`src/rtl/mux_arb_pkg.sv`:
```
// Shared types and default sizes for the round-robin mux arbiter.
package mux_arb_pkg;

  localparam int unsigned N_REQ  = 32;
  localparam int unsigned SEL_W  = 5;
  localparam int unsigned DATA_W = 8;
  localparam int unsigned CNT_W  = 16;

  typedef enum logic [1:0] {
    IDLE = 2'd0,
    CAPT = 2'd1,
    HOLD = 2'd2
  } state_t;

endpackage

```
`src/rtl/rr_pick.sv`:
```
// Combinational rotating-priority search: first set req bit at or after ptr, wrapping.
module rr_pick #(
  parameter int unsigned N_REQ = mux_arb_pkg::N_REQ,
  parameter int unsigned SEL_W = mux_arb_pkg::SEL_W
) (
  input  logic [N_REQ-1:0] req,
  input  logic [SEL_W-1:0] ptr,
  output logic [SEL_W-1:0] winner,
  output logic             found
);

  logic [SEL_W-1:0] idx;

  always_comb begin
    winner = '0;
    found  = 1'b0;
    idx    = '0;
    for (int unsigned i = 0; i < N_REQ; i++) begin
      idx = SEL_W'((32'(ptr) + i) % N_REQ);
      if (!found && req[idx]) begin
        winner = idx;
        found  = 1'b1;
      end
    end
  end

endmodule

```
`src/rtl/mux32_rr_arbiter.sv`:
```
// Round-robin arbiter/sequencer driving a 32:1 mux select and capturing its output.
// Optional grant counter output enabled by defining MUX_ARB_CNT_EN.
module mux32_rr_arbiter #(
  parameter int unsigned N_REQ  = mux_arb_pkg::N_REQ,
  parameter int unsigned DATA_W = mux_arb_pkg::DATA_W,
  parameter int unsigned SEL_W  = mux_arb_pkg::SEL_W
) (
  input  logic              clk,
  input  logic              rst,
  input  logic [N_REQ-1:0]  req,
  input  logic [DATA_W-1:0] mux_data,
  output logic [SEL_W-1:0]  sel,
  output logic [N_REQ-1:0]  ack,
  output logic [DATA_W-1:0] out_data,
  output logic              out_valid,
  input  logic              out_ready,
  output logic              busy
`ifdef MUX_ARB_CNT_EN
  ,
  output logic [mux_arb_pkg::CNT_W-1:0] grant_count
`endif
);

  import mux_arb_pkg::*;

  state_t            state_q, state_d;
  logic [SEL_W-1:0]  ptr_q, ptr_d;
  logic [SEL_W-1:0]  sel_d;
  logic [N_REQ-1:0]  ack_d;
  logic [DATA_W-1:0] out_data_d;
  logic              out_valid_d;
  logic              busy_d;
  logic [SEL_W-1:0]  winner;
  logic              found;
`ifdef MUX_ARB_CNT_EN
  logic [CNT_W-1:0]  cnt_d;
`endif

  rr_pick #(
    .N_REQ (N_REQ),
    .SEL_W (SEL_W)
  ) u_pick (
    .req    (req),
    .ptr    (ptr_q),
    .winner (winner),
    .found  (found)
  );

  always_ff @(posedge clk or posedge rst) begin
    if (rst) state_q <= IDLE;
    else     state_q <= state_d;
  end

  // Next state and next register values; ack is a single-cycle pulse so it defaults low.
  always_comb begin
    state_d     = state_q;
    sel_d       = sel;
    ack_d       = '0;
    out_data_d  = out_data;
    out_valid_d = out_valid;
    ptr_d       = ptr_q;
`ifdef MUX_ARB_CNT_EN
    cnt_d       = grant_count;
`endif
    unique case (state_q)
      IDLE: begin
        if (found) begin
          sel_d   = winner;
          state_d = CAPT;
        end
      end
      CAPT: begin
        out_data_d  = mux_data;
        out_valid_d = 1'b1;
        ack_d       = N_REQ'(1) << sel;
        ptr_d       = (sel == SEL_W'(N_REQ - 1)) ? '0 : sel + 1'b1;
        state_d     = HOLD;
`ifdef MUX_ARB_CNT_EN
        cnt_d       = grant_count + 1'b1;
`endif
      end
      HOLD: begin
        if (out_ready) begin
          out_valid_d = 1'b0;
          state_d     = IDLE;
        end
      end
      default: state_d = IDLE;
    endcase
    busy_d = (state_d != IDLE);
  end

  always_ff @(posedge clk or posedge rst) begin
    if (rst) begin
      sel       <= '0;
      ack       <= '0;
      out_data  <= '0;
      out_valid <= 1'b0;
      busy      <= 1'b0;
      ptr_q     <= '0;
`ifdef MUX_ARB_CNT_EN
      grant_count <= '0;
`endif
    end else begin
      sel       <= sel_d;
      ack       <= ack_d;
      out_data  <= out_data_d;
      out_valid <= out_valid_d;
      busy      <= busy_d;
      ptr_q     <= ptr_d;
`ifdef MUX_ARB_CNT_EN
      grant_count <= cnt_d;
`endif
    end
  end

endmodule

```
`config.mk`:
```
export PLATFORM = sky130hd
export DESIGN_NAME = mux32_rr_arbiter
export DESIGN_NICKNAME = d
export VERILOG_FILES = /design/src/rtl/mux_arb_pkg.sv /design/src/rtl/rr_pick.sv /design/src/rtl/mux32_rr_arbiter.sv
export SDC_FILE = /design/constraint.sdc
export NUM_CORES = 1
export LEC_CHECK = 0
export CAP_MARGIN = 10
export CORE_MARGIN = 2
export CORE_UTILIZATION = 55
export CTS_CLUSTER_DIAMETER = 30
export DETAILED_ROUTE_END_ITERATION = 8
export PLACE_DENSITY = 0.77
export SYNTH_ARGS = -nofsm -noshare
export SYNTH_HDL_FRONTEND = slang
export SYNTH_SLANG_ARGS = --single-unit
```
`constraint.sdc`:
```
create_clock -name clk -period 6.86 [get_ports clk]
set_input_delay 0.686 -clock clk [delete_from_list [all_inputs] [get_ports clk]]
set_output_delay 0.686 -clock clk [all_outputs]
set_load 0.02 [all_outputs]
```
==> results.toml, run 1 <==
[synth]
syn-num-nets = 963
yosysWarnings = 0
synth.most_common_cell = "nand2_1"
netlist_instances = 901
synth_flop_cell = "dfrtp_1"
synth_top_area_cell = "mux4_2"
synth-seq-cells = 54
synth_commonest_cells = "91 x nand2_1, 87 x mux4_2, 73 x mux2i_1"
synth_cell_types = 87
synth_edf_count = 0
synth_top_area_share = 0.234
syn_area_per_cell_um2 = 9.31
synthesis.area_um2 = 8390
synth_area_leaders = "mux4_2 23%, dfrtp_1 16%, mux2i_1 8.7%"
async_flop_share = 1.00
synth_seq_area_share = 0.161

[timing]
post-route-period-util = 0.847
slew_headroom = 0.224
max_freq_mhz = 172
rsz0062_at_grt = "no"
drv_slew = 0
setup-violations-final = 0
fin_ws_ns = 1.05
skew_ns = 0.00899
worst_slew_pin_slew_ns = 1.16
tns_ns = 0
period_needed_ns = 5.81
hold_viol = 0

[routing]
drt-wirelength-per-cell_um = 29.0
drt_iter0_drc = 1487
antenna_left = 0
finalWirelength_mm = 33.7
vias = 8743
drc = 0
vias_per_cell = 7.54
first_pass_iters = 7

[finish]
final_layout_size_suffix_gt1_frac = 0.185
layout.nets = 1033
areaGrowthSynthToFinish_pct = 15.0
final_cells = 1160
diodes = 0
fillerInstances = 1257

[global_route]
grt_max_degree = 55
antenna_found_initial = 0
overflow = 0
grt_pass1_wl_mm = 50.7
grt_usage = 0.413
grt_pass1_vias = 8131

[critical_path]
reg2reg_to = "sel[4]$_DFFE_PP0P_"
path_class = "flip-flop to flip-flop"
crit_path_end_kind = "flip-flop"
worstPathRequired_ns = 7.07
r2r_cells = 12
r2r_start = "ptr_q[2]$_DFFE_PP0P_"
crit_path_start_kind = "flip-flop"
critical_path_arrival_ns = 6.02
ff2ff_setup_slack_ns = 1.05
crit_fanout = 11

[placement]
place_congestion = 1.06
portBuffers = 89
hpwl_mm = 25.6
dp_cells = 1150
dp_slack_ns = 1.21

[floorplan]
rows = 45
ios = 90
core_um2 = 15000
chipHeight_um = 127
dieWidth_um = 127
floorplan.initialDensity = 0.558
die_area_um2 = 16300

[cts]
path_clk_slew_ns = 0.07
cts_resized = 0
clock_latency_ns = 0.30
cts_sinks = 54
ctsRootBufferMaster = "clkbuf_16"
hold_buffers = 0
post_cts_buffers = 0
h-tree-depth = 2
cts_tree = "yes"
clk_path_buf_depth = 2
cts_buffers = 5

[status]
status = "complete, no violations"

[min_path]
worstHoldPathCells = 2
hold_end = "out_data[3]$_DFFE_PP0P_"
worstHoldStart = "out_data[3]$_DFFE_PP0P_"
min_path_type = "flip-flop to flip-flop"

[run]
drv_cap = 0
## kinds of logic (layout without fill, tap and decap cells)
family	Yosys count	after routing	synth area share
fa+ha+maj	19	19	0.0283
mux	177	177	0.346
flops	54	54	0.161
compound gates	215	215	0.184
simple gates	309	309	0.193
buf+inv	95	166	0.0543
xor+xnor	32	32	0.0334
## worst max-delay path, stage by stage (launching register included)
cell	delay (ns)
dfrtp_1	0.77
ha_1	0.65
a21boi_0	0.26
nor2_1	0.59
mux4_2	0.52
mux2i_2	0.41
or4b_1	0.68
nor4_4	0.44
nand3_2	0.29
nor4b_1	0.61
nor3_1	0.11
a41o_1	0.24
nor2_1	0.12
## layout by cell type (no fill, tap or decap), types with 13 or more instances in the layout
master	n
a21oi_1	39
and2_1	13
buf_4	36
clkdlybuf4s50_1	89
dfrtp_1	53
ha_1	19
inv_1	26
mux2_2	13
mux2i_1	73
mux4_2	87
nand2_1	91
nand3_1	20
nand4_1	16
nor2_1	71
nor3_1	19
o211ai_1	14
o21ai_0	32
xnor2_1	23
## worst max-delay path by stage
| stage | start | end | slack, ns | cells past startpoint |
|---|---|---|---|---|
| after detailed placement | ptr_q[1]$_DFFE_PP0P_ | sel[1]$_DFFE_PP0P_ | 1.21 | 14 |
| after global routing | ptr_q[1]$_DFFE_PP0P_ | sel[1]$_DFFE_PP0P_ | 0.66 | 14 |
| final | ptr_q[2]$_DFFE_PP0P_ | sel[4]$_DFFE_PP0P_ | 1.05 | 12 |
| after global placement | ptr_q[2]$_DFFE_PP0P_ | sel[1]$_DFFE_PP0P_ | 1.20 | 12 |
| after CTS | ptr_q[1]$_DFFE_PP0P_ | sel[1]$_DFFE_PP0P_ | 1.19 | 14 |
| after floorplan | ptr_q[0]$_DFFE_PP0P_ | sel[2]$_DFFE_PP0P_ | 1.22 | 20 |
## layout make-up
cell class / count / area (um2) / share of cell area
clock buffers: 6 / 139 / 0.0144
clock inverters: 2 / 16.3 / 0.00169
inverters: 32 / 123 / 0.0127
multi-input cells: 752 / 6600 / 0.684
flip-flops and latches: 54 / 1350 / 0.140
well taps: 188 / 235 / 0.0244
repair buffers: 126 / 1180 / 0.123
## state kept, by name, summed over array words and instances (netlist names)
| register | flops |
|---|---|
| ack | 32 |
| busy | 1 |
| out_data | 8 |
| out_valid | 1 |
| ptr_q | 5 |
| sel | 5 |
| state_q | 2 |
## stage by stage
step,utilization,hold WS [ns],cell area [um2]
2_1_floorplan,-,0.589,8390
3_3_place_gp,0.629,0.457,9460
3_5_place_dp,0.629,0.473,9460
4_1_cts,0.640,0.488,9610
5_1_grt,0.641,0.509,9640
6_report,0.641,0.486,9640
## per-layer routing
| layer | vias up | track usage | routed length (um) |
|---|---|---|---|
| met5 | - | 0 | 0 |
| met3 | 153 | 0.128 | 4460 |
| met4 | 0 | 0.187 | 2000 |
| met1 | 4160 | 0.566 | 12800 |
| met2 | 737 | 0.601 | 14400 |
| li1 | 3693 | - | - |
Power of run 1 is not shown: default switching activity piles up to over one toggle a cycle in this logic, so the estimate is an artifact.
==> run 2: changes to the inputs <==
==> constraint.sdc (replaced) <==
create_clock -name clk -period 6.06 [get_ports clk]
set_input_delay 0.606 -clock clk [delete_from_list [all_inputs] [get_ports clk]]
set_output_delay 0.606 -clock clk [all_outputs]
set_load 0.02 [all_outputs]
==> results.toml, run 2 (synthesis gave the netlist of run 1 again) <==
[status]
status = "complete, no violations"

[floorplan]
floorplan.initialDensity = 0.558
ios = 90
die_area_um2 = 16300
rows = 45
chipHeight_um = 127
core_um2 = 15000
dieWidth_um = 127

[cts]
cts_resized = 0
hold_buffers = 0
h-tree-depth = 2
cts_buffers = 5
ctsRootBufferMaster = "clkbuf_16"
cts_sinks = 54
clock_latency_ns = 0.29
post_cts_buffers = 0
path_clk_slew_ns = 0.07
clk_path_buf_depth = 2
cts_tree = "yes"

[finish]
top_register = "ack"
reg_top3 = "ack (32), out_data (8)"
fillerInstances = 1290
layout.nets = 1048
largest_register_ffs = 32
layout_commonest_cell = "nand2_1"
final_layout_size_suffix_gt1_frac = 0.198
areaGrowthSynthToFinish_pct = 16.5
final_cell_mix = "91 x nand2_1, 89 x clkdlybuf4s50_1, 87 x mux4_2"

[critical_path]
r2r_start = "ptr_q[1]$_DFFE_PP0P_"
path_class = "flip-flop to flip-flop"
crit_path_end_kind = "flip-flop"
crit_path_start_kind = "flip-flop"
critical_path_arrival_ns = 5.78
crit_fanout = 44
worstPathRequired_ns = 6.21
r2r_cells = 12
ff2ff_setup_slack_ns = 0.43
reg2reg_to = "sel[1]$_DFFE_PP0P_"

[placement]
hpwl_mm = 25.6
place_congestion = 1.09
portBuffers = 89

[timing]
period_needed_ns = 5.63
slew_headroom = 0.277
post-route-period-util = 0.929
whs_ns = 0.479
tns_ns = 0
max_freq_mhz = 178
skew_ns = 0.00492
setup-violations-final = 0
hold_viol = 0
rsz0062_at_grt = "no"
drv_slew = 0
worst_slew_pin_slew_ns = 1.08

[routing]
vias_per_cell = 7.47
drt-wirelength-per-cell_um = 28.0
finalWirelength_mm = 32.9
drt_iter0_drc = 1263
first_pass_iters = 5
antenna_left = 0
vias = 8787
drc = 0

[run]
drv_cap = 0

[global_route]
grt_usage = 0.406
overflow = 0
grt_pass1_wl_mm = 50.5
grt_use_met2 = 0.584
grt_use_met3 = 0.0934
grt_max_degree = 55
busiest_layer = "met2"
antenna_found_initial = 0
met1_usage = 0.580
grt_pass1_vias = 8231

[min_path]
min_path_type = "flip-flop to flip-flop"
worstHoldStart = "out_data[6]$_DFFE_PP0P_"
hold_end = "out_data[6]$_DFFE_PP0P_"
worstHoldPathCells = 2
run 2: area by class of cell:
cell class / count / area, um2 / share of cell area
inverters: 32 / 123 / 0.0125
multi-input cells: 752 / 6600 / 0.675
flip-flops and latches: 54 / 1350 / 0.138
clock inverters: 3 / 43.8 / 0.00448
clock buffers: 5 / 125 / 0.0128
diodes: 1 / 2.50 / 0.000256
repair buffers: 141 / 1290 / 0.132
well taps: 188 / 235 / 0.0241
run 2: worst max path at each step:
stage	start	to	depth (start not counted)
after floorplan	ptr_q[0]$_DFFE_PP0P_	sel[2]$_DFFE_PP0P_	20
after global placement	ptr_q[1]$_DFFE_PP0P_	sel[1]$_DFFE_PP0P_	12
after detailed placement	ptr_q[1]$_DFFE_PP0P_	sel[1]$_DFFE_PP0P_	12
final	ptr_q[1]$_DFFE_PP0P_	sel[1]$_DFFE_PP0P_	12
after global routing	ptr_q[1]$_DFFE_PP0P_	sel[1]$_DFFE_PP0P_	14
after CTS	ptr_q[1]$_DFFE_PP0P_	sel[1]$_DFFE_PP0P_	12
run 2: metrics by stage:
step / area, um2 / instances / worst slack, ns / utilization
2_1_floorplan: 8390 / 901 / 0.419 / -
3_3_place_gp: 9580 / 1166 / 0.698 / 0.637
3_5_place_dp: 9580 / 1166 / 0.644 / 0.637
4_1_cts: 9750 / 1174 / 0.618 / 0.648
5_1_grt: 9770 / 1175 / 0.147 / 0.650
6_report: 9770 / 1176 / 0.430 / 0.650
run 2: critical path, cell delays in order (launching register included):
cell and delay [ns]:
dfrtp_2 0.60, buf_4 0.64, mux4_2 0.64, mux4_2 0.53, a221oi_2 0.53, and2_1 0.27, nand4_4 0.18, nor3_4 0.52
nand2_1 0.36, a211oi_1 0.33, a41oi_1 0.08, a2111oi_0 0.63, a21oi_1 0.14
run 2: layer usage:
metal,routed length (um),share of wire,vias to the layer above
li1,-,-,3721
met1,12900,0.39,4202
met2,14000,0.43,713
met3,4070,0.12,151
met4,1920,0.058,0
met5,0,0,-
Power of run 2 is left out for the same reason.
